<file path="src/rtl/alu.sv">
// 16-bit execute-stage ALU with saturating adder and the architectural Z/V/N flag register.
// Optional build macro ALU_PADDSB_EN turns opcode 7 into PADDSB (four 4-bit signed saturating adds).
module alu (
   input  logic        clk,
   input  logic        rst_n,
   input  logic [15:0] ALU_In1,
   input  logic [15:0] ALU_In2,
   input  logic [3:0]  Opcode,
   output logic [15:0] ALU_Out,
   output logic        Ovfl,
   output logic        Neg,
   output logic        Zero,
   output logic        Flag_Write,
   output logic        flag_z,
   output logic        flag_v,
   output logic        flag_n
);

   typedef enum logic [3:0] {
      OP_ADD    = 4'h0,
      OP_SUB    = 4'h1,
      OP_XOR    = 4'h2,
      OP_RED    = 4'h3,
      OP_SLL    = 4'h4,
      OP_SRA    = 4'h5,
      OP_ROR    = 4'h6,
      OP_PADDSB = 4'h7,
      OP_LW     = 4'h8,
      OP_SW     = 4'h9,
      OP_LLB    = 4'hA,
      OP_LHB    = 4'hB
   } opcode_e;

   opcode_e     op;
   logic [3:0]  shamt;
   logic        is_sub;
   logic [15:0] add_b;
   logic [15:0] add_raw;
   logic        add_ovfl;
   logic [15:0] add_sat;
   logic [15:0] ror_out;

   assign op    = opcode_e'(Opcode);
   assign shamt = ALU_In2[3:0];

   // One shared adder serves ADD/SUB/LW/SW; SUB adds ~B + 1.
   assign is_sub   = (op == OP_SUB);
   assign add_b    = is_sub ? ~ALU_In2 : ALU_In2;
   assign add_raw  = ALU_In1 + add_b + {15'b0, is_sub};
   assign add_ovfl = (ALU_In1[15] == add_b[15]) && (add_raw[15] != ALU_In1[15]);
   assign add_sat  = add_ovfl ? (ALU_In1[15] ? 16'h8000 : 16'h7FFF) : add_raw;

   // A 16-bit value shifted left by 16 is all zeros, so amount 0 leaves A unchanged.
   assign ror_out = (ALU_In1 >> shamt) | (ALU_In1 << (5'd16 - {1'b0, shamt}));

   // RED: the final sum needs 7 bits (range -64..+56) before sign extension.
   logic [3:0][4:0] red_s;
   logic [5:0]      red_hi;
   logic [5:0]      red_lo;
   logic [6:0]      red_sum;

   always_comb begin
      for (int i = 0; i < 4; i++) begin
         red_s[i] = {ALU_In1[4*i+3], ALU_In1[4*i +: 4]} + {ALU_In2[4*i+3], ALU_In2[4*i +: 4]};
      end
      red_hi  = {red_s[3][4], red_s[3]} + {red_s[2][4], red_s[2]};
      red_lo  = {red_s[1][4], red_s[1]} + {red_s[0][4], red_s[0]};
      red_sum = {red_hi[5], red_hi} + {red_lo[5], red_lo};
   end

`ifdef ALU_PADDSB_EN
   logic [3:0][3:0] pad_raw;
   logic [15:0]     pad_out;

   always_comb begin
      for (int i = 0; i < 4; i++) begin
         pad_raw[i] = ALU_In1[4*i +: 4] + ALU_In2[4*i +: 4];
         if ((ALU_In1[4*i+3] == ALU_In2[4*i+3]) && (pad_raw[i][3] != ALU_In1[4*i+3])) begin
            pad_out[4*i +: 4] = ALU_In1[4*i+3] ? 4'h8 : 4'h7;
         end else begin
            pad_out[4*i +: 4] = pad_raw[i];
         end
      end
   end
`endif

   always_comb begin
      // NOTE: every output gets a default first so no path through the case infers a latch.
      ALU_Out    = 16'h0000;
      Ovfl       = 1'b0;
      Flag_Write = 1'b0;
      unique case (op)
         OP_ADD, OP_SUB: begin
            ALU_Out    = add_sat;
            Ovfl       = add_ovfl;
            Flag_Write = 1'b1;
         end
         OP_LW, OP_SW: begin
            ALU_Out = add_sat;
            Ovfl    = add_ovfl;
         end
         OP_XOR: begin
            ALU_Out    = ALU_In1 ^ ALU_In2;
            Flag_Write = 1'b1;
         end
         OP_SLL: begin
            ALU_Out    = ALU_In1 << shamt;
            Flag_Write = 1'b1;
         end
         OP_SRA: begin
            ALU_Out    = $unsigned($signed(ALU_In1) >>> shamt);
            Flag_Write = 1'b1;
         end
         OP_ROR: begin
            ALU_Out    = ror_out;
            Flag_Write = 1'b1;
         end
         OP_RED:    ALU_Out = {{9{red_sum[6]}}, red_sum};
         OP_LLB:    ALU_Out = {ALU_In1[15:8], ALU_In2[7:0]};
         OP_LHB:    ALU_Out = {ALU_In2[15:8], ALU_In1[7:0]};
`ifdef ALU_PADDSB_EN
         OP_PADDSB: ALU_Out = pad_out;
`endif
         default: ALU_Out = 16'h0000;
      endcase
   end

   assign Neg  = ALU_Out[15];
   assign Zero = (ALU_Out == 16'h0000);

   // Logic ops touch only Z; the arithmetic ops own V and N as well.
   logic flag_z_d, flag_v_d, flag_n_d;
   logic flag_z_q, flag_v_q, flag_n_q;

   always_comb begin
      flag_z_d = flag_z_q;
      flag_v_d = flag_v_q;
      flag_n_d = flag_n_q;
      if (Flag_Write) begin
         flag_z_d = Zero;
         if ((op == OP_ADD) || (op == OP_SUB)) begin
            flag_v_d = Ovfl;
            flag_n_d = Neg;
         end
      end
   end

   // NOTE: sequential state uses non-blocking assignments so all flops sample the same pre-edge values.
   always_ff @(posedge clk or negedge rst_n) begin
      if (!rst_n) begin
         flag_z_q <= 1'b0;
         flag_v_q <= 1'b0;
         flag_n_q <= 1'b0;
      end else begin
         flag_z_q <= flag_z_d;
         flag_v_q <= flag_v_d;
         flag_n_q <= flag_n_d;
      end
   end

   assign flag_z = flag_z_q;
   assign flag_v = flag_v_q;
   assign flag_n = flag_n_q;

endmodule

</file>
<file path="config.mk">
export PLATFORM = sky130hd
export DESIGN_NAME = alu
export DESIGN_NICKNAME = d
export VERILOG_FILES = /design/src/rtl/alu.sv
export SDC_FILE = /design/constraint.sdc
export NUM_CORES = 1
export LEC_CHECK = 0
export ABC_AREA = 1
export CORE_MARGIN = 1
export CORE_UTILIZATION = 52
export DETAILED_ROUTE_END_ITERATION = 10
export GPL_TIMING_DRIVEN = 0
export PLACE_DENSITY = 0.76
export SYNTH_ARGS = -nofsm -noshare
export SYNTH_HDL_FRONTEND = slang
export SYNTH_SLANG_ARGS = --single-unit
</file>
<file path="constraint.sdc">
create_clock -name clk -period 8.4 [get_ports clk]
set_clock_uncertainty 0.2 [all_clocks]
set_input_delay 0.84 -clock clk [delete_from_list [all_inputs] [get_ports clk]]
set_output_delay 0.84 -clock clk [all_outputs]
set_load 0.005 [all_outputs]
</file>
Yosys cells after proc, flatten, opt, wreduce, memory -nomap -nowiden --
Index checks and enable logic that the tools add are counted.
Storage, ports and cells: register bits 3, bits in latches 0, memory bits (writable) 0, ROM bits 0, input port bits 38, memories kept 0
Cells by class: add/subtract/negate cells 10, $mul 0, divide/modulo/power cells 0, magnitude comparators 0, equality and inequality tests 12, shift-type cells 4, mux-type cells 6, bitwise operators 3, reduce and logical (&&, ||, !) cells 7
Operators with widths (count):
- $pmux 16 s8 | 1
- $mux 16 | 3
- $add 4x4->5 | 4
- $add 16x1->16 | 1
- $add 16x16->16 | 1
- $eq 4x4->1 const B | 4
- $logic_not 16->1 | 1
- $not 16->16 | 1
- $or 16x16->16 | 1
- $shl 16x4->16 | 1
- $shl 16x5->16 | 1
- $shr 16x4->16 | 1
- $sshr 16x4->16 | 1
- $xor 16x16->16 | 1
- $add 5x5->6 | 2
- $eq 4x3->1 const B | 3
- $eq 4x2->1 const B | 2
- $add 6x6->7 | 1
- $reduce_or 6->1 | 1
- $sub 5x4->5 const A | 1
- $eq 4x1->1 const B | 1
- $logic_not 4->1 | 1
- $reduce_or 4->1 | 1
- $mux 1 | 2
- other kinds (5) | 5

Depth between registers and ports, before layout --
depth after elaboration 9, gate-level depth with buffers 28, gate-level depth less buffers 27

Worst setup path before layout --
No wires, ideal clock.
path type input -> output, start point input port ALU_In2[2], end point output port Zero, data arrival time 5.225 ns, data required time 7.360 ns, setup slack 2.135 ns, stages on the path 25, cell sequence inv_1 buf_2 buf_1 fa_1 inv_1 fa_1 fa_1 fa_1 ha_1 fa_1 nand2_1 nand2_1 a21oi_1 nor2_1 nor2_1 inv_1 nand2_1 nor2_1 nand2_1 nor2_1 nand2_1 nor2_1 nand2_1 nor2_1 and2_1
On the way: word-level cells in the longest chain between the ends 9, elaborated cells on any way between the ends 19
Ends and longest elaborated chain:
- start: declaration | line 7 | input logic [15:0] ALU_In2,
- $not 16->16 | line 48 | assign add_b = is_sub ? ~ALU_In2 : ALU_In2;
- $mux 16 | line 48
- $add 16x16->16 | line 49 | assign add_raw = ALU_In1 + add_b + {15'b0, is_sub};
- $add 16x1->16 | line 49
- $ne 1x1->1 | line 50 | assign add_ovfl = (ALU_In1[15] == add_b[15]) && (add_raw[15] != ALU_In1[15]);
- $logic_and 1x1->1 | line 50
- $mux 16 | line 51 | assign add_sat = add_ovfl ? (ALU_In1[15] ? 16'h8000 : 16'h7FFF) : add_raw;
- $pmux 16 s8 (*) | line 92 | unique case (op)
- net ALU_Out[9] | line 9 | output logic [15:0] ALU_Out,
- $logic_not 16->1 (*) | line 129 | assign Zero = (ALU_Out == 16'h0000);
- end: declaration | line 12 | output logic Zero,
The timed path passes the listed nets; every way through them passes the cells marked *.

Worst setup path after layout --
start point input port ALU_In2[1], end point output port Zero
On the way: word-level cells in the longest chain between the ends 9, elaborated cells on any way between the ends 19
Ends and longest elaborated chain (line):
- $not 16->16 | 48
- $mux 16 | 48
- $add 16x16->16 | 49
- $add 16x1->16 | 49
- $ne 1x1->1 | 50
- $logic_and 1x1->1 | 50
- $mux 16 | 51
- $pmux 16 s8 (*) | 92
- $logic_not 16->1 (*) | 129
Every way passes the cells marked *; elsewhere a longest branch is shown, timed or not.

==> impl_results.md <==
- Outcome: completed
- CORE AREA: between 8000 and 9000 um2
- Simple-gate area share of the yosys netlist: about two fifths
- Fmax: about 130 MHz
- Largest net degree at the start of global routing: 13
- CP startpoint: ALU_In2[1]
- Worst EP required: around 7400 ps
- WP data arrival: 6950 ps
- First-pass GRT wire length: roughly 33 mm
- Worst rel slew slack: 53.58%
- P_leak: around 2.9 nW
- Max Used Layer: met4
- Hold_buf cts: 0
- VDD IR max: roughly 0.27 mV
- Layout cells sized above 1: roughly 5%
- Met3 wire len: about 2.4 mm
- Setup TNS: 0 ps
- Root Driver: clkbuf_8
- Worst R2R Path Depth: 2
- CTS H-tree depth: 1
- CP Capture Type: primary output
- Area share of the largest cell type after synthesis: 22.32%
- Worst Setup EP: Zero
- Area growth, synth to finish: 15.99%
- Top cell by count, worst path: fa_1
- Die width: 98.67 um
- Critical-path top delay cell: a211oi_1
- Post-CTS sizing: 0
- Mean Syn Cell Area: ~5.4 um2
- Hold crit path type: reg -> reg
- Final Power: between 0.0007 and 0.0008 W
- WS Path Type: in -> out
- Clock transition at the registers of the reported paths: about 30 ps
- Worst Tran Pin Value: between 600 and 700 ps
- Most common library cell in the layout ignoring fill and taps: nand2_1
- Max-cap viol count: 0
- Critical path's largest stage delay: 560 ps
- Met2 routed WL: approximately 9 mm
- Min Tclk post-route: about 8000 ps
- Die ar.: between 9000 and 10000 um2
- Largest family of logic cells by synthesized area: simple AND/OR/NAND/NOR gates
- Postcts setup bufs: 0
- Crit start category: input port
- Register area share after synthesis: under 10%
- M1 WL: 7.579 mm
- Critical hold path startpoint: flag_n$_DFFE_PN0P_
- R2R setup slack: 7540 ps
- Drt drc: 0
- Crit Path Max Fanout: 11
- Synth Instances: roughly 900
- Vias in the first global route: between 6000 and 7000
- Critical-path cell list: clkdlybuf4s50_1 > inv_2 > buf_2 > buf_2 > fa_1 > fa_1 > fa_1 > inv_1 > fa_1 > ha_1 > fa_1 > or2_2 > nand3_1 > o21ai_0 > a211oi_1 > nand2_1 > a21oi_1 > nand2_1 > nor2_1 > nand2_1 > nor2_2 > and2_1 > clkdlybuf4s50_1
- Antenna violations before repair: 0
- Vias: 6529
- Starting Density: around 55%
- Synth Area in Adders: roughly 17%
- Register bit count reported by yosys: 3
- Worst R2R Start: flag_v$_DFFE_PN0P_
- Synthesized cell area: roughly 4900 um2
- Max Root-Sink Buffers: 2
- Worst r2r dst: flag_v$_DFFE_PN0P_
- Syn nets: ~990
- Most frequent cells in the layout: 289 x nand2_1, 117 x inv_1, 77 x o21ai_0
- Synth Area in Compound Gates: about 22%
- PD cells: between 100 and 150 nW/um2
- GRT Total Usage: between 40 and 50%
- Layout Nets: between 1000 and 1500
- Ports: a little over 60
- PortBufs: 60
- Post-DP HPWL: about 17 mm
- CTS tree: done
- Main area contributors after synthesis: nand2_1 22%, fa_1 12%, inv_1 9.0%
- Post-Synth XOR/XNOR Area: 6.488%
- WL final: between 20 and 25 mm
- Placer Congestion: 1.118
- Std-Cell Rows: 34
- Final Setup Violations: 0
- Global route overflow: 0
- Fill cell total of the finished layout: between 800 and 900
- Area leader, netlist: nand2_1
- Cell depth of the worst min-delay path: 2
- Final Hold Viols: 0
- Via density: roughly 6
- Unrepaired setup endpoints after global routing: false
- Synth unique cells: between 40 and 50
- DR WL/cell: between 15 and 20 um
- Inserted Diodes: 0
- Fin crit share: 95.16%
- Post-route ant nets: 0
- Yosys Warn Count: 0
- Die Ht: roughly 99 um
- DR pass1 iterations: 9
- Clock Latency Late Sink: 210 ps
- Total CTS buffers: 3
- Drt initial violations: slightly above 900
- Max Slew Vio Count: 0
- Sink Count: 3
- Multiplexer area fraction after synthesis: less than 1%
-- power breakdown --
part	internal, W	total, W	switching (W)
combinational	0.000288	0.000727	0.000439
sequential	0.0000168	0.0000180	0.00000120
clock	0.0000323	0.0000407	0.00000844
total	0.000337	0.000786	0.000449
-- registers in the layout (all words and copies together), names as in the netlist --
| name | count |
|---|---|
| flag_z | 1 |
| flag_n | 1 |
| flag_v | 1 |
-- synthesized netlist by cell type, drive strengths merged --
library cell / number
nand2: 298
inv: 123
o21ai: 102
nor2: 77
nand3: 60
a21oi: 49
fa: 28
buf: 25
ha: 23
xor2: 20
o211ai: 14
clkbuf: 13
xnor2: 13
nor3: 7
nand4: 6
a22oi: 4
a31oi: 4
o21a: 4
a211oi: 3
a21o: 3
and2: 3
dfrtp: 3
o22ai: 3
o31ai: 3
nor3b: 2
o221ai: 2
a311oi: 1
clkinv: 1
mux2i: 1
o211a: 1
o21bai: 1
or2: 1
-- worst min-delay path by stage --
stage	end	slack (ps)
2_1_floorplan	flag_n$_DFFE_PN0P_	270
3_3_place_gp	flag_n$_DFFE_PN0P_	260
3_5_place_dp	flag_n$_DFFE_PN0P_	270
4_1_cts	flag_n$_DFFE_PN0P_	280
5_1_grt	flag_n$_DFFE_PN0P_	300
6_report	flag_n$_DFFE_PN0P_	270
-- per-layer routing --
metal	global-route usage, %	up-vias
li1	-	3010
met1	54.11	2889
met2	71.34	514
met3	5.674	116
met4	23.08	0
met5	0	-
-- critical path: cells and delay by family --
family | cells | cell delay (ps)
adders and majority gates | 6 | 2520
buffers and inverters | 6 | 1750
and+or+nand+nor | 8 | 1030
AOI/OAI and AO/OA | 3 | 800
-- final cells by class --
| class | instances | area [um2] | area share (%) |
|---|---|---|---|
| Multi-Input combinational cell | 733 | 4121 | 73.12 |
| Tap cell | 108 | 135.1 | 2.397 |
| Timing Repair Buffer | 60 | 600.6 | 10.65 |
| Inverter | 124 | 465.4 | 8.257 |
| Clock buffer | 4 | 45.04 | 0.7991 |
| Buffer | 37 | 193.9 | 3.441 |
| Sequential cell | 3 | 75.07 | 1.332 |
-- logic make-up after synthesis --
| group | after synthesis |
|---|---|
| compound gates | 194 |
| xor+xnor | 33 |
| fa+ha+maj | 51 |
| buf+inv | 162 |
| flops | 3 |
| mux | 1 |
| simple gates | 454 |
-- per-stage QoR --
step	setup WS, ps	utilization, %	hold slack [ps]	area (um2)	instances
floorplan	2135	-	272.4	4860	898
global placement	336.6	62.93	264.7	5595	1066
detailed placement	221.4	62.93	269.4	5595	1066
CTS	198.4	63.44	278.4	5640	1070
global route	105.1	63.40	300.2	5637	1069
finish	406.8	63.40	271.2	5637	1069
(Power assumes the default switching activity.)
